**src/rtl/psum_pkg.sv**
```systemverilog
// Shared constants and arithmetic helpers for the psum scratchpad.
package psum_pkg;

  localparam logic MODE_FIFO = 1'b0;
  localparam logic MODE_ACC  = 1'b1;

  // Signed add clamped to the two's complement range of a width-bit word.
  function automatic logic signed [63:0] sat_add(input logic signed [63:0] a,
                                                 input logic signed [63:0] b,
                                                 input int unsigned        width);
    logic signed [63:0] s;
    logic signed [63:0] hi;
    logic signed [63:0] lo;
    s  = a + b;
    hi = (64'sd1 <<< (width - 1)) - 64'sd1;
    lo = -(64'sd1 <<< (width - 1));
    if (s > hi) begin
      return hi;
    end else if (s < lo) begin
      return lo;
    end
    return s;
  endfunction

endpackage

```
**src/rtl/psum_spad_mem.sv**
```systemverilog
// DEPTH x DATA_W register array: one synchronous write port, two async read ports.
module psum_spad_mem
  import psum_pkg::*;
#(
  parameter int DATA_W = 16,
  parameter int DEPTH  = 32,
  parameter int ADDR_W = $clog2(DEPTH)
) (
  input  logic              i_clk,
  input  logic              i_we,
  input  logic [ADDR_W-1:0] i_waddr,
  input  logic [DATA_W-1:0] i_wdata,
  input  logic [ADDR_W-1:0] i_raddr_a,
  output logic [DATA_W-1:0] o_rdata_a,
  input  logic [ADDR_W-1:0] i_raddr_b,
  output logic [DATA_W-1:0] o_rdata_b
);

  logic [DATA_W-1:0] r_mem [DEPTH];

  // Contents are intentionally not reset.
  always_ff @(posedge i_clk) begin
    if (i_we) begin
      r_mem[i_waddr] <= i_wdata;
    end
  end

  assign o_rdata_a = r_mem[i_raddr_a];
  assign o_rdata_b = r_mem[i_raddr_b];

endmodule

```
**src/rtl/psum_spad_acc.sv**
```systemverilog
// Partial-sum scratchpad: streaming FIFO mode or addressed read-modify-write
// accumulate mode with a forwarded 2-stage pipeline.
module psum_spad_acc
  import psum_pkg::*;
#(
  parameter int DATA_W   = 16,
  parameter int DEPTH    = 32,
  parameter int ADDR_W   = $clog2(DEPTH),
  parameter bit SATURATE = 1'b1
) (
  input  logic              i_clk,
  input  logic              i_rst,
  input  logic              i_mode,
  input  logic              i_wr,
  input  logic              i_rd,
  input  logic [ADDR_W-1:0] i_addr,
  input  logic [DATA_W-1:0] i_data_in,
  output logic [DATA_W-1:0] o_data_out,
  output logic              o_out_valid,
  output logic              o_full,
  output logic              o_empty,
  output logic [ADDR_W:0]   o_count,
  output logic              o_err
);

  localparam logic [ADDR_W:0]   LP_DEPTH   = (ADDR_W+1)'(DEPTH);
  localparam logic [ADDR_W:0]   LP_CNT_ONE = (ADDR_W+1)'(1);
  localparam logic [ADDR_W-1:0] LP_PTR_ONE = ADDR_W'(1);

  logic [ADDR_W-1:0] r_head;
  logic [ADDR_W-1:0] r_tail;
  logic [ADDR_W:0]   r_count;
  logic [DATA_W-1:0] r_data_out;
  logic              r_out_valid;
  logic              r_err;
  logic              r_mode;
  logic              r_s1_valid;
  logic [ADDR_W-1:0] r_s1_addr;
  logic [DATA_W-1:0] r_s1_data;
  logic [DATA_W-1:0] r_s1_old;

  logic              w_drain;
  logic              w_fifo;
  logic              w_acc;
  logic              w_full;
  logic              w_empty;
  logic              w_pop_ok;
  logic              w_push_ok;
  logic              w_fifo_err;
  logic [DATA_W-1:0] w_sum;
  logic              w_fwd_hit;
  logic [DATA_W-1:0] w_acc_old;
  logic [DATA_W-1:0] w_rdata_a;
  logic [DATA_W-1:0] w_rdata_b;
  logic              w_mem_we;
  logic [ADDR_W-1:0] w_mem_waddr;
  logic [DATA_W-1:0] w_mem_wdata;

  // Leaving ACC mode spends one cycle retiring the stage-2 write and clearing
  // FIFO pointers; strobes in that cycle are ignored so the write port is free.
  assign w_drain = (r_mode == MODE_ACC) && (i_mode == MODE_FIFO);
  assign w_fifo  = (i_mode == MODE_FIFO) && !w_drain;
  assign w_acc   = (i_mode == MODE_ACC);

  assign w_full     = (r_count == LP_DEPTH);
  assign w_empty    = (r_count == '0);
  assign w_pop_ok   = w_fifo && i_rd && !w_empty;
  assign w_push_ok  = w_fifo && i_wr && (!w_full || w_pop_ok);
  assign w_fifo_err = w_fifo && ((i_wr && !w_push_ok) || (i_rd && !w_pop_ok));

  if (SATURATE) begin : g_sat
    assign w_sum = DATA_W'(sat_add(64'($signed(r_s1_old)), 64'($signed(r_s1_data)),
                                   DATA_W));
  end else begin : g_wrap
    assign w_sum = r_s1_old + r_s1_data;
  end

  // A stage-2 write to the address being read this cycle is not yet in memory.
  assign w_fwd_hit = r_s1_valid && (r_s1_addr == i_addr);
  assign w_acc_old = w_fwd_hit ? w_sum : w_rdata_b;

  // Stage-2 writes and FIFO pushes never coincide: s1 is only valid in ACC mode
  // or during the drain cycle, where pushes are blocked.
  assign w_mem_we    = !i_rst && (r_s1_valid || w_push_ok);
  assign w_mem_waddr = r_s1_valid ? r_s1_addr : r_tail;
  assign w_mem_wdata = r_s1_valid ? w_sum : i_data_in;

  psum_spad_mem #(
    .DATA_W(DATA_W),
    .DEPTH (DEPTH),
    .ADDR_W(ADDR_W)
  ) u_mem (
    .i_clk    (i_clk),
    .i_we     (w_mem_we),
    .i_waddr  (w_mem_waddr),
    .i_wdata  (w_mem_wdata),
    .i_raddr_a(r_head),
    .o_rdata_a(w_rdata_a),
    .i_raddr_b(i_addr),
    .o_rdata_b(w_rdata_b)
  );

  // Pointers, occupancy, read data, status pulses and the ACC stage-1 register.
  always_ff @(posedge i_clk) begin
    if (i_rst) begin
      r_head      <= '0;
      r_tail      <= '0;
      r_count     <= '0;
      r_data_out  <= '0;
      r_out_valid <= 1'b0;
      r_err       <= 1'b0;
      r_mode      <= MODE_FIFO;
      r_s1_valid  <= 1'b0;
      r_s1_addr   <= '0;
      r_s1_data   <= '0;
      r_s1_old    <= '0;
    end else begin
      r_mode      <= i_mode;
      r_err       <= w_fifo_err;
      r_out_valid <= w_pop_ok || (w_acc && i_rd);
      if (w_pop_ok) begin
        r_data_out <= w_rdata_a;
      end else if (w_acc && i_rd) begin
        r_data_out <= w_acc_old;
      end

      if (w_drain) begin
        r_head  <= '0;
        r_tail  <= '0;
        r_count <= '0;
      end else begin
        if (w_push_ok) r_tail <= r_tail + LP_PTR_ONE;
        if (w_pop_ok)  r_head <= r_head + LP_PTR_ONE;
        case ({w_push_ok, w_pop_ok})
          2'b10:   r_count <= r_count + LP_CNT_ONE;
          2'b01:   r_count <= r_count - LP_CNT_ONE;
          default: r_count <= r_count;
        endcase
      end

      r_s1_valid <= w_acc && i_wr;
      if (w_acc && i_wr) begin
        r_s1_addr <= i_addr;
        r_s1_data <= i_data_in;
        r_s1_old  <= w_acc_old;
      end
    end
  end

  assign o_data_out  = r_data_out;
  assign o_out_valid = r_out_valid;
  assign o_full      = w_full;
  assign o_empty     = w_empty;
  assign o_count     = r_count;
  assign o_err       = r_err;

endmodule

```
**config.mk**
```make
export PLATFORM = sky130hd
export DESIGN_NAME = psum_spad_acc
export DESIGN_NICKNAME = d
export VERILOG_FILES = /design/src/rtl/psum_pkg.sv /design/src/rtl/psum_spad_mem.sv /design/src/rtl/psum_spad_acc.sv
export SDC_FILE = /design/constraint.sdc
export NUM_CORES = 1
export LEC_CHECK = 0
export BUFFER_PORTS_ARGS = -buffer_cell sky130_fd_sc_hd__buf_2
export CAP_MARGIN = 10
export CORE_AREA = 8 8 344 179
export CTS_CLUSTER_SIZE = 28
export DETAILED_ROUTE_END_ITERATION = 10
export DIE_AREA = 0 0 352 187
export PLACE_DENSITY = 0.75
export SYNTH_ARGS = -nofsm -noshare
export SYNTH_HDL_FRONTEND = slang
export SYNTH_SLANG_ARGS = --single-unit
```
**constraint.sdc**
```tcl
create_clock -name i_clk -period 3.9 [get_ports i_clk]
set_input_delay 0.78 -clock i_clk [delete_from_list [all_inputs] [get_ports i_clk]]
set_output_delay 0.78 -clock i_clk [all_outputs]
set_load 0.01 [all_outputs]
```
==> reports/results.ini <==
[status]
status=completed

[floorplanning]
chipWidth_um=352
pin_count=52
num_rows=62
die_h_um=187
start_util=0.494
core_area_um2=56600
die_area_um2=65800

[sta]
fin_setup_tns_ps=0
period_share=0.977
worst_slew_pin_slew_ps=765
slew_headroom=0.490
slew_viol_final=0
finalHoldViolCount=0
rsz0062_at_grt=false
min_period_ps=3810
max_freq_mhz=262
clock_skew_ps=16.6
worst_slack_ps=89.1
setup_violations=0

[layout]
nFillCells=4270
final_nets=1753
antenna-diode-count=0
final_cell_mix=edfxtp_1 (512), mux4_2 (314), buf_4 (125)
layout_commonest_cell=edfxtp_1
drive_gt1_frac=0.370
final_cell_count_no_fill=2507
area_delta_synth_final_pct=13.0

[synth]
synth_area_per_cell_um2=17.9
yosys_most_used_dff=edfxtp_1
syn_nets=1616
yosysUniqueCellTypes=62
async_flop_share=0
synth_edf_count=512
ys_seq_area_frac=0.606
synthTopCellsByArea=edfxtp_1 (55%), mux4_2 (25%), dfxtp_1 (5.6%)
synth_warnings=0
synth_area_leader_cell=edfxtp_1
syn-cell-area_um2=28000
synth_top_cell_area_share=0.550
syn_inst=1566
ys_ff_latch=590

[route]
avgRoutedWirePerCell_um=33.3
firstDrtPassIters=6
vias=17400
via_per_inst=6.93
drt_iter0_drc=2870
route.detailed.drc=0
drt-total-wl_mm=83.5
ant_nets=0

[hold_path]
hold_end=r_s1_data[3]
min_from=i_data_in[3]
hold_path_depth=3
min_path_type=in2reg

[critical_path]
critPathLaunchType=register
arrival_ps=4070
cp.required_ps=4150
worstReg2RegEnd=u_mem.r_mem[11][12]
r2r_slack_ps=90
rr_worst_depth=9
crit_fanout=32
crit_type=reg2reg
r2r_start=r_s1_data[0]
endpoint_kind=register

[clock_network]
clock_sinks=590
clk_latency_ps=610
cts_tree=built
cts_root_buf=clkbuf_16
cts_buffer_depth=3
cts_post_setup_buffers_inserted=0
cts_buffers=50
cts_resized=0
path_clk_slew_ps=70
cts_hold_buf=0
htree_levels=2

[placement]
dp_cells=2416
pre_cts_ws_ps=195
io_buffers=51
gp_congestion=0.950
dp_hpwl_mm=55.0

[power_and_ir_drop]
power_density_nw_per_um2=415
power_frac_clock=0.370
vdd_drop_max_v=0.000316
fin_total_pwr_w=0.0131
p_int_w=0.0100
p_comb_frac=0.095
seq_power_share=0.534
sw_frac_of_total=0.235
switching_power_w=0.00308
p_leak_nw=10.2

[flow_run]
cap_violations=0

[grt]
grt_max_degree=62
antenna_found_initial=0
grt_pass1_vias=17200
overflow=0
grt_first_pass_wirelength_mm=121
grtUsageTotal=0.249

worst max-delay path: stages, from the launching register on:
cell and delay (ps):
dfxtp_1 320, ha_1 240, fa_1 460, a211oi_1 490, o211ai_1 220, a211o_1 350, and2_1 320, buf_4 230
maj3_2 290, mux2_2 510
Yosys cell counts (all sizes together), types with 16 or more instances:
| master | number |
|---|---|
| mux2i | 20 |
| o21ai | 32 |
| a211oi | 20 |
| o22ai | 18 |
| xor2 | 16 |
| edfxtp | 512 |
| clkbuf | 40 |
| dfxtp | 78 |
| buf | 67 |
| nor2 | 105 |
| mux4 | 314 |
| nand2 | 90 |
| ha | 22 |
| a21oi | 67 |
routing by layer:
metal  part of all wire  routed length, um  track usage
met5             0.0014                118       0.0126
met4              0.031               2570       0.0719
met3               0.17              13800        0.115
met2               0.42              35300        0.347
met1               0.38              31700        0.347
power by group through the flow:
stage	Clock [W]	Sequential [W]	Combinational, W
after floorplan	0	0.00714	0.000766
after global placement	0	0.00714	0.00118
after detailed placement	0	0.00715	0.00120
after CTS	0.00491	0.00701	0.00121
after global routing	0.00516	0.00701	0.00131
final	0.00485	0.00701	0.00125
worst max-delay path by stage:
stage | from | endpoint | slack [ps] | cells past startpoint
after CTS | r_s1_data[0] | u_mem.r_mem[5][12] | 170 | 9
after global placement | r_s1_data[1] | u_mem.r_mem[0][13] | 320 | 9
after global routing | r_s1_data[0] | u_mem.r_mem[10][4] | 30 | 11
final | r_s1_data[0] | u_mem.r_mem[11][12] | 90 | 9
after floorplan | r_s1_data[0] | u_mem.r_mem[0][15] | 320 | 9
after detailed placement | r_s1_data[0] | u_mem.r_mem[10][12] | 190 | 9
area by class of cell:
type | count | area, um2 | share of cell area
Inverter | 16 | 60.1 | 0.00190
Sequential cell | 590 | 16900 | 0.537
Tap cell | 768 | 961 | 0.0304
Timing Repair Buffer | 192 | 1530 | 0.0484
Clock inverter | 21 | 158 | 0.00499
Clock buffer | 67 | 1360 | 0.0429
Multi-Input combinational cell | 853 | 10600 | 0.335
stage by stage:
step | util | hold WS [ps] | area [um2]
3_5_place_dp | 0.531 | 454 | 30000
3_3_place_gp | 0.531 | 448 | 30000
2_1_floorplan | - | 436 | 28000
5_1_grt | 0.559 | 439 | 31600
4_1_cts | 0.558 | 424 | 31500
6_report | 0.559 | 445 | 31600
flip-flops by register name (all words and copies together) (netlist names), named ones only:
signal and flops:
u_mem.r_mem 512, o_data_out 16, r_s1_data 16, r_s1_old 16, o_count 6, r_head 5, r_s1_addr 5, r_tail 5
o_err 1, o_out_valid 1, r_mode 1, r_s1_valid 1
logic make-up after synthesis:
group                      after synthesis  share of synthesized area
adders and majority gates               27                     0.0125
AOI/OAI and AO/OA                      210                     0.0506
buffers and inverters                  123                     0.0213
and+or+nand+nor                        246                     0.0379
DFF                                    590                      0.606
muxes                                  341                      0.263
xor gates and xnor gates                29                    0.00908
(Power assumes the default switching activity.)
